`src/rtl/mac_frame_generator.sv`:
```
// Transmit-side Ethernet frame builder: emits START..TERM frames with an
// incrementing-byte payload on a 64-bit data / 8-bit control lane interface.
module mac_frame_generator #(
    parameter int          DATA_WIDTH    = 64,
    parameter int          CTRL_WIDTH    = 8,
    parameter logic [7:0]  IDLE_CODE     = 8'h07,
    parameter logic [7:0]  START_CODE    = 8'hFB,
    parameter logic [7:0]  TERM_CODE     = 8'hFD,
    parameter logic [7:0]  PREAMBLE_CODE = 8'h55,
    parameter logic [7:0]  SFD_CODE      = 8'hD5,
    parameter logic [47:0] DST_ADDR_CODE = 48'hFFFFFFFFFFFF,
    parameter logic [47:0] SRC_ADDR_CODE = 48'h123456789ABC,
    parameter int          IPG_CYCLES    = 2
) (
    input  logic                  clk,
    input  logic                  i_rst_n,
    input  logic                  i_start,
    input  logic [10:0]           i_payload_len,
    input  logic [7:0]            i_payload_seed,
    input  logic                  i_fcs_corrupt,
    output logic [DATA_WIDTH-1:0] o_tx_data,
    output logic [CTRL_WIDTH-1:0] o_tx_ctrl,
    output logic                  o_ready,
    output logic                  o_frame_done,
    output logic                  o_len_err,
    output logic [31:0]           o_frame_count
);

    typedef enum logic [1:0] {ST_IDLE, ST_SEND, ST_IPG} state_t;

    state_t                  state_q;
    logic [7:0]              word_q;
    logic [31:0]             crc_q, crc_d;
    logic [10:0]             len_q, fcs_pos_q, term_pos_q;
    logic [7:0]              seed_q;
    logic                    corrupt_q;
    logic [7:0]              ipg_q;
    logic [DATA_WIDTH-1:0]   data_q, word_data;
    logic [CTRL_WIDTH-1:0]   ctrl_q, word_ctrl;
    logic                    done_q, len_err_q, word_last;
    logic [31:0]             count_q;

    logic [10:0] len_clamp, pad_len;
    assign len_clamp = (i_payload_len > 11'd1500) ? 11'd1500 : i_payload_len;
    assign pad_len   = (len_clamp < 11'd46) ? 11'd46 : len_clamp;

    function automatic logic [31:0] crc_next(input logic [31:0] c_in, input logic [7:0] d);
        logic [31:0] c;
        c = c_in ^ {24'h0, d};
        for (int j = 0; j < 8; j++) begin
            c = c[0] ? ((c >> 1) ^ 32'hEDB88320) : (c >> 1);
        end
        return c;
    endfunction

    // Each lane's byte is derived from its absolute frame index; the CRC is
    // chained across lanes so FCS bytes can follow payload in the same word.
    logic [31:0] crc_run, fcs_v;
    logic [10:0] b, k;
    logic [7:0]  byte_v;
    logic        ctl_v, in_crc;
    logic [1:0]  fcs_idx;
    logic [5:0]  sh;

    always_comb begin
        word_data = '0;
        word_ctrl = '0;
        word_last = 1'b0;
        crc_run   = crc_q;
        b = '0; k = '0; byte_v = IDLE_CODE; ctl_v = 1'b1; in_crc = 1'b0;
        fcs_idx = '0; sh = '0; fcs_v = '0;
        for (int i = 0; i < 8; i++) begin
            b       = {word_q, 3'b000} + 11'(i);
            k       = b - 11'd22;
            fcs_idx = 2'(b - fcs_pos_q);
            fcs_v   = ~crc_run;
            sh      = '0;
            byte_v  = IDLE_CODE;
            ctl_v   = 1'b1;
            in_crc  = 1'b0;
            if (b == 11'd0) begin
                byte_v = START_CODE;
            end else if (b < 11'd7) begin
                byte_v = PREAMBLE_CODE; ctl_v = 1'b0;
            end else if (b == 11'd7) begin
                byte_v = SFD_CODE; ctl_v = 1'b0;
            end else if (b < 11'd14) begin
                sh = 6'((11'd13 - b) << 3);
                byte_v = 8'(DST_ADDR_CODE >> sh); ctl_v = 1'b0; in_crc = 1'b1;
            end else if (b < 11'd20) begin
                sh = 6'((11'd19 - b) << 3);
                byte_v = 8'(SRC_ADDR_CODE >> sh); ctl_v = 1'b0; in_crc = 1'b1;
            end else if (b == 11'd20) begin
                byte_v = {5'b0, len_q[10:8]}; ctl_v = 1'b0; in_crc = 1'b1;
            end else if (b == 11'd21) begin
                byte_v = len_q[7:0]; ctl_v = 1'b0; in_crc = 1'b1;
            end else if (b < fcs_pos_q) begin
                byte_v = (k < len_q) ? (seed_q + k[7:0]) : 8'h00;
                ctl_v = 1'b0; in_crc = 1'b1;
            end else if (b < term_pos_q) begin
                byte_v = 8'(fcs_v >> {fcs_idx, 3'b000});
                if (fcs_idx == 2'd0 && corrupt_q) byte_v[0] = ~byte_v[0];
                ctl_v = 1'b0;
            end else if (b == term_pos_q) begin
                byte_v = TERM_CODE; word_last = 1'b1;
            end
            if (in_crc) crc_run = crc_next(crc_run, byte_v);
            word_data[8*i +: 8] = byte_v;
            word_ctrl[i]        = ctl_v;
        end
        crc_d = crc_run;
    end

    always_ff @(posedge clk or negedge i_rst_n) begin
        if (!i_rst_n) begin
            state_q    <= ST_IDLE;
            word_q     <= '0;
            crc_q      <= '1;
            len_q      <= '0;
            fcs_pos_q  <= '0;
            term_pos_q <= '0;
            seed_q     <= '0;
            corrupt_q  <= 1'b0;
            ipg_q      <= '0;
            data_q     <= {8{IDLE_CODE}};
            ctrl_q     <= '1;
            done_q     <= 1'b0;
            len_err_q  <= 1'b0;
            count_q    <= '0;
        end else begin
            done_q    <= 1'b0;
            len_err_q <= 1'b0;
            data_q    <= {8{IDLE_CODE}};
            ctrl_q    <= '1;
            case (state_q)
                ST_IDLE: begin
                    if (i_start) begin
                        state_q    <= ST_SEND;
                        word_q     <= '0;
                        crc_q      <= '1;
                        len_q      <= len_clamp;
                        fcs_pos_q  <= pad_len + 11'd22;
                        term_pos_q <= pad_len + 11'd26;
                        seed_q     <= i_payload_seed;
                        corrupt_q  <= i_fcs_corrupt;
                        len_err_q  <= (i_payload_len > 11'd1500);
                    end
                end
                ST_SEND: begin
                    data_q <= word_data;
                    ctrl_q <= word_ctrl;
                    crc_q  <= crc_d;
                    word_q <= word_q + 8'd1;
                    if (word_last) begin
                        done_q  <= 1'b1;
                        count_q <= count_q + 32'd1;
                        ipg_q   <= 8'(IPG_CYCLES - 1);
                        // The idle word emitted in the accepting IDLE cycle is the last gap word.
                        state_q <= (IPG_CYCLES > 1) ? ST_IPG : ST_IDLE;
                    end
                end
                ST_IPG: begin
                    if (ipg_q <= 8'd1) state_q <= ST_IDLE;
                    else               ipg_q   <= ipg_q - 8'd1;
                end
                default: state_q <= ST_IDLE;
            endcase
        end
    end

    assign o_tx_data     = data_q;
    assign o_tx_ctrl     = ctrl_q;
    assign o_ready       = (state_q == ST_IDLE);
    assign o_frame_done  = done_q;
    assign o_len_err     = len_err_q;
    assign o_frame_count = count_q;

endmodule

```
`config.mk`:
```
export PLATFORM = sky130hd
export DESIGN_NAME = mac_frame_generator
export DESIGN_NICKNAME = d
export VERILOG_FILES = /design/src/rtl/mac_frame_generator.sv
export SDC_FILE = /design/constraint.sdc
export NUM_CORES = 1
export LEC_CHECK = 0
export CORE_UTILIZATION = 35
export CTS_CLUSTER_SIZE = 12
export DETAILED_ROUTE_END_ITERATION = 8
export HOLD_SLACK_MARGIN = 0.1
export PLACE_DENSITY = 0.53
export SYNTH_ARGS = -nofsm -noshare
export SYNTH_HDL_FRONTEND = slang
export SYNTH_SLANG_ARGS = --single-unit
export TNS_END_PERCENT = 20
```
`constraint.sdc`:
```
create_clock -name clk -period 37.7 [get_ports clk]
set_input_delay 7.54 -clock clk [delete_from_list [all_inputs] [get_ports clk]]
set_output_delay 7.54 -clock clk [all_outputs]
set_load 0.005 [all_outputs]
```
==> summary.txt, run 1 <==
Pre-CTS setup slack: 17.48 ns
Post-synthesis cell type count: 135
Tightest Pin Transition: 1.28 ns
Sequential Power Share: 0.501
Tmin final: 20.51 ns
Yosys reg bits: 196
NetSw: 0.115 mW
Synthesized area per cell: 8.22 um2
Hold Fails Final Rpt: 0
Top FF cell, synth: dfrtp_1
Sequential area share after synthesis: 0.176
DP Area: 30,900 um2
Routed WL: 130,000 um
Post-synth top area cell: dfrtp_1
Most frequent cell after synthesis: nand2_1
Fill count: 8,379
Final worst setup slack: 17.19 ns
Worst path arrival time: 20.96 ns
Root Driver: clkbuf_16
Syn Inst Count: 3,453
Die Footprint: 82,300 um2
Initial core utilization: 0.353
Hold bufs inserted after CTS: 0
Worst slew margin: 0.139
CTS buffer count: 17
Crit end category: flip-flop
RePlAce Congestion: 1.03
Crit path launch type: flip-flop
Synth cell count leaders: 408 x nand2_1, 394 x nor2_1, 339 x xnor2_1
Core Footprint: 80,400 um2
Final clock skew: 0.0212 ns
Final instance area: 31,500 um2
Syn Std Cell Area: 28,400 um2
Net count, final: 3,572
PortBufs: 129
Max Cap Viol: 0
Fmax: 48.8 MHz
Asr flop ratio synth: 1.00
GRT Total Usage: 0.311
Worst min path class: flip-flop to flip-flop
Worst path most repeated cell: xnor2_1
Worst vdd ir: 0.0355 mV
Max Root-Sink Buffers: 2
Overall Power: 0.420 mW
Routed via count: 28,195
Largest net degree at the start of global routing: 65
RSZ-0062 raised after global routing: no
Net Sw Frac: 0.273
Top delay family on crit path: compound AO/OA/AOI/OAI gates
Post-cts resize count: 0
Synth area leaders: dfrtp_1 12%, xnor2_1 10%, xnor3_1 8.5%, dfstp_2 5.9%, nand2_1 5.4%
Crit path kind: flip-flop to flip-flop
Via density: 6.19
Share of post-route cells with drive strength above 1: 0.107
Setup Fix Bufs, Post-CTS: 0
Syn. warnings: 0
CP max-delay cell: a211oi_1
Setup-failing EPs final: 0
Req. time, crit path: 38.16 ns
Post-Syn Nets: 3,545
Vias in the first global route: 26,224
Global-route wire length before repair: 187,000 um
TritonRoute pass-1 iters: 8
Area Overhead vs Synth: 10.9%
Critical path's largest stage delay: 1.02 ns
Area occupied by multi-input gates: 22,600 um2
Critical path peak fanout: 13
Top-Level Pins: 130
Layout Utilization: 0.392
H-tree levels: 4
Fin Setup TNS: 0 ns
Cell-internal power: 0.305 mW
Routed len/inst: 28.5 um
Site Rows: 104
Number of synthesized flops with an enable pin: 0
P_leak: 13.5 nW
Gate power share: 0.031
Reg clk slew, reported paths: 0.08 ns
PD cells: 13.3 nW/um2
Clk network pwr share: 0.469
Detail Route Antenna Nets: 0
FF/Latch Area: 4990 um2
DRC viols: 0
Detailed Place HPWL: 99,800 um
Gr ovfl total: 0
CTS Sinks: 196
Die Width: 287 um
Clock latency on the worst-skew pair: 0.53 ns
Initial antenna violation count: 3
CTS tree: built
Synth top area share: 0.116
1st-iter DRT viols: 3,697
Fin. max-slew vios: 0
Chip Height: 287 um
CP Buf/Inv Count: 1
Final period util: 0.544
Outcome: finished clean
[metal layers]
metal,GRT usage,part of all wire,up-vias
li1,-,-,12483
met1,0.422,0.41,13609
met2,0.473,0.43,1708
met3,0.0560,0.097,393
met4,0.159,0.058,2
met5,0,0.00010,-
[power groups by stage]
stage                     Clock (mW)  Sequential, mW  Combinational (mW)
final                          0.197           0.210              0.0130
after global routing           0.209           0.210              0.0147
after CTS                      0.204           0.210              0.0136
after detailed placement           0           0.214              0.0135
after global placement             0           0.214              0.0136
after floorplan                    0           0.214             0.00425
[through the flow]
stage / cells / hold WS, ns
2_1_floorplan: 3453 / 0.450
3_3_place_gp: 4521 / 0.462
3_5_place_dp: 4521 / 0.462
4_1_cts: 4553 / 0.482
5_1_grt: 4553 / 0.511
6_report: 4554 / 0.478
[state kept, by name, summed over array words and instances, names as in the netlist]
register,flops
crc_q,32
o_tx_data,64
word_q,8
len_q,11
ipg_q,8
corrupt_q,1
term_pos_q,9
o_frame_done,1
o_len_err,1
o_frame_count,32
state_q,2
o_tx_ctrl,8
seed_q,8
fcs_pos_q,11
[worst reg2reg max path, delay by kind of cell (launching register included)]
family / cells / cell delay [ns]
AO/OA/AOI/OAI: 17 / 7.95
XOR/XNOR: 21 / 7.58
AND/OR/NAND/NOR: 7 / 2.00
multiplexers: 4 / 1.65
flip-flops: 1 / 0.67
adder cells (fa/ha/maj): 1 / 0.34
buffers and inverters: 1 / 0.27
[final timing paths]
path                       cells after the start                           from                       endpoint  slack [ns]
min                                            1  o_frame_count[31]$_DFFE_PN0P_  o_frame_count[31]$_DFFE_PN0P_        0.48
max                                           51          word_q[0]$_DFFE_PN0P_          crc_q[29]$_DFFE_PN1P_       17.19
max reg2reg                                   51          word_q[0]$_DFFE_PN0P_          crc_q[29]$_DFFE_PN1P_       17.19
max in group asynchronous                      3                        i_rst_n       fcs_pos_q[0]$_DFFE_PN0P_       28.94
min in group asynchronous                      1                        i_rst_n        o_tx_data[14]$_DFF_PN0_        6.92
min reg2reg                                    1  o_frame_count[31]$_DFFE_PN0P_  o_frame_count[31]$_DFFE_PN0P_        0.48
[cells by family (layout without fill, tap and decap cells)]
family | after synthesis | count (layout) | share of synthesized area
adders and majority gates | 69 | 69 | 0.0309
xor gates and xnor gates | 638 | 638 | 0.278
DFF | 196 | 196 | 0.176
AOI/OAI and AO/OA | 1000 | 1000 | 0.238
and+or+nand+nor | 1166 | 1166 | 0.187
buffers and inverters | 249 | 289 | 0.0345
muxes | 135 | 135 | 0.0563
other | 0 | 1 | 0
[final cells by class]
type / count / area share
Timing Repair Buffer: 191 / 0.0559
Antenna cell: 1 / 0.0000794
Inverter: 66 / 0.00786
Multi-Input combinational cell: 3008 / 0.717
Sequential cell: 196 / 0.158
Clock buffer: 19 / 0.0141
Tap cell: 1060 / 0.0421
Clock inverter: 13 / 0.00496
[placed cells by master (no fill, tap or decap), types with 13 or more instances in the layout]
master             n
nand2_1          406
nor2_1           390
xnor2_1          339
a21oi_1          296
o21ai_0          206
dfrtp_1          131
clkdlybuf4s50_1  128
xor2_1           120
xnor3_1          107
mux2i_1           98
nand3_1           75
ha_1              66
inv_1             64
dfstp_2           64
buf_4             62
nor3_1            53
o21ai_1           41
and2_1            39
a31oi_1           39
a21o_1            37
o21a_1            33
and3_1            31
or3_1             27
a211oi_1          27
xnor2_2           27
nand2b_1          26
o211ai_1          26
o22ai_1           23
xor3_1            19
o31ai_1           18
clkbuf_16         17
mux4_2            16
mux2_2            15
nand4_1           14
or2_2             14
o221ai_1          13
(Power assumes the default switching activity.)
==> inputs of run 2 (changes only) <==
--- a/config.mk
+++ b/config.mk
@@ -9,7 +9,7 @@
 export CTS_CLUSTER_SIZE = 12
 export DETAILED_ROUTE_END_ITERATION = 8
 export HOLD_SLACK_MARGIN = 0.1
-export PLACE_DENSITY = 0.53
+export PLACE_DENSITY = 0.55
 export SYNTH_ARGS = -nofsm -noshare
 export SYNTH_HDL_FRONTEND = slang
 export SYNTH_SLANG_ARGS = --single-unit
==> constraint.sdc (replaced) <==
create_clock -name clk -period 16.85 [get_ports clk]
set_input_delay 3.37 -clock clk [delete_from_list [all_inputs] [get_ports clk]]
set_output_delay 3.37 -clock clk [all_outputs]
set_load 0.005 [all_outputs]
==> run 2 against run 1 <==
Register-to-register slack worse by 17 ns. Routed wire length up 2.3%. Hold slack better by 0.0075 ns. Combinational power up 120%. Die area unchanged. Largest cell class unchanged. Via count up 3.4%. Global-route usage up 0.32 points. Non-clock buffer count up 308. Largest power group unchanged. First-iteration DRC count down 7.0%. Worst setup slack worse by 17 ns. Maximum frequency up 25%. Highest routed layer is now met4.
==> summary.txt, run 2 (same netlist as run 1, synthesis figures left out) <==
Outcome: finished clean
CTS Sinks: 196
Max Cap Viol: 0
Crit path kind: flip-flop to flip-flop
PortBufs: 129
Worst slew margin: 0.271
Share of post-route cells with drive strength above 1: 0.205
Most common cell after layout, fill and taps aside: nand2_1
Placed Instances: 4,800
Critical path peak fanout: 10
Worst vdd ir: 0.0735 mV
Final worst setup slack: 0.394 ns
Tightest Pin Transition: 1.08 ns
Fin Setup TNS: 0 ns
Antenna Cells: 0
Top-Level Pins: 130
Vias in the first global route: 27,217
Reg clk slew, reported paths: 0.09 ns
CP max-delay cell: xnor3_2
Worst hold slack: 0.486 ns
Die Footprint: 82,300 um2
Crit path launch type: flip-flop
Area Overhead vs Synth: 21.9%
H-tree levels: 4
Root Driver: clkbuf_16
Site Rows: 104
Critical path's largest stage delay: 0.60 ns
CTS tree: built
Max Root-Sink Buffers: 2
GRT Total Usage: 0.315
Initial core utilization: 0.353
Register-to-Register Path Depth: 64
Detail Route Antenna Nets: 0
Worst path most repeated cell: buf_4
Worst min path class: flip-flop to flip-flop
Setup-failing EPs final: 0
Final period util: 0.977
Via density: 6.00
Routed len/inst: 27.3 um
Detailed Place HPWL: 104,000 um
Tmin final: 16.46 ns
Gr ovfl total: 0
Net count, final: 3,880
RePlAce Congestion: 1.03
P_leak: 15.2 nW
PD cells: 27.9 nW/um2
Req. time, crit path: 17.27 ns
Routed via count: 29,147
Worst path arrival time: 16.87 ns
Largest net degree at the start of global routing: 122
CTS buffer count: 17
Final clock skew: 0.0219 ns
Commonest non-fill, non-tap cells in the layout: 406 x nand2_1, 389 x nor2_1, 361 x buf_4
1st-iter DRT viols: 3,440
Core Footprint: 80,400 um2
Hold Path Depth: 2
Crit end category: flip-flop
Fin. max-slew vios: 0
Post-route insts no fill: 4,861
Routed WL: 133,000 um
Die Width: 287 um
Clock latency on the worst-skew pair: 0.53 ns
TritonRoute pass-1 iters: 6
DRC viols: 0
Hold Fails Final Rpt: 0
Initial antenna violation count: 0
Fmax: 60.8 MHz
Pre-CTS setup slack: -0.160 ns
Max FFs per register: 64
Chip Height: 287 um
Layout Utilization: 0.431
Global-route wire length before repair: 190,000 um
==> run 2: layout make-up <==
class / count / area (um2)
clock buffer: 17 / 425
clock inverter: 15 / 181
sequential: 196 / 4990
multi-input combinational: 3008 / 23300
inverter: 66 / 248
fill: 8257 / 45800
timing repair buffer: 499 / 4150
tap: 1060 / 1330
==> run 2: metal layers <==
layer,up-vias,global-route usage,wire [um]
met3,285,0.0493,11300
met1,14208,0.431,56200
met2,1591,0.484,58600
li1,13063,-,-
met4,0,0.146,6520
met5,-,0,0
==> run 2: report_power, final <==
part | internal, mW | switching (mW) | total (mW)
registers | 0.471 | 0 | 0.471
clock network | 0.214 | 0.254 | 0.468
logic | 0.00962 | 0.0191 | 0.0287
==> run 2: path summary, 6_finish.rpt <==
check	startpoint	to	slack, ns
setup / recovery	word_q[2]$_DFFE_PN0P_	crc_q[27]$_DFFE_PN1P_	0.39
hold reg to reg	fcs_pos_q[5]$_DFFE_PN0P_	fcs_pos_q[5]$_DFFE_PN0P_	0.49
setup reg to reg	word_q[2]$_DFFE_PN0P_	crc_q[27]$_DFFE_PN1P_	0.39
hold / removal	fcs_pos_q[5]$_DFFE_PN0P_	fcs_pos_q[5]$_DFFE_PN0P_	0.49
min in group asynchronous	i_rst_n	o_tx_data[19]$_DFF_PN0_	2.77
max in group asynchronous	i_rst_n	fcs_pos_q[0]$_DFFE_PN0P_	12.87
==> run 2: stage by stage <==
| step | instance area, um2 | total power [mW] |
|---|---|---|
| after floorplan | 28400 | 0.489 |
| after global placement | 33100 | 0.509 |
| after detailed placement | 33100 | 0.509 |
| after CTS | 33700 | 0.983 |
| after global routing | 34600 | 0.995 |
| final | 34600 | 0.968 |
==> run 2: what timing repair did <==
item                       in CTS  in global routing
gates resized for setup        10                123
pin swaps                       1                 33
setup endpoints to repair      24                 35
buffers inserted                0                 29
hold buffers                    0                  0
==> run 2: worst max-delay path: cells and delay by family (launching register included) <==
| kind | cells | cell delay [ns] |
|---|---|---|
| AND/OR/NAND/NOR | 13 | 3.40 |
| multiplexers | 2 | 0.47 |
| XOR/XNOR | 18 | 5.18 |
| AO/OA/AOI/OAI | 20 | 4.82 |
| flip-flops | 1 | 0.39 |
| adder cells (fa/ha/maj) | 1 | 0.29 |
| buffers and inverters | 10 | 1.74 |
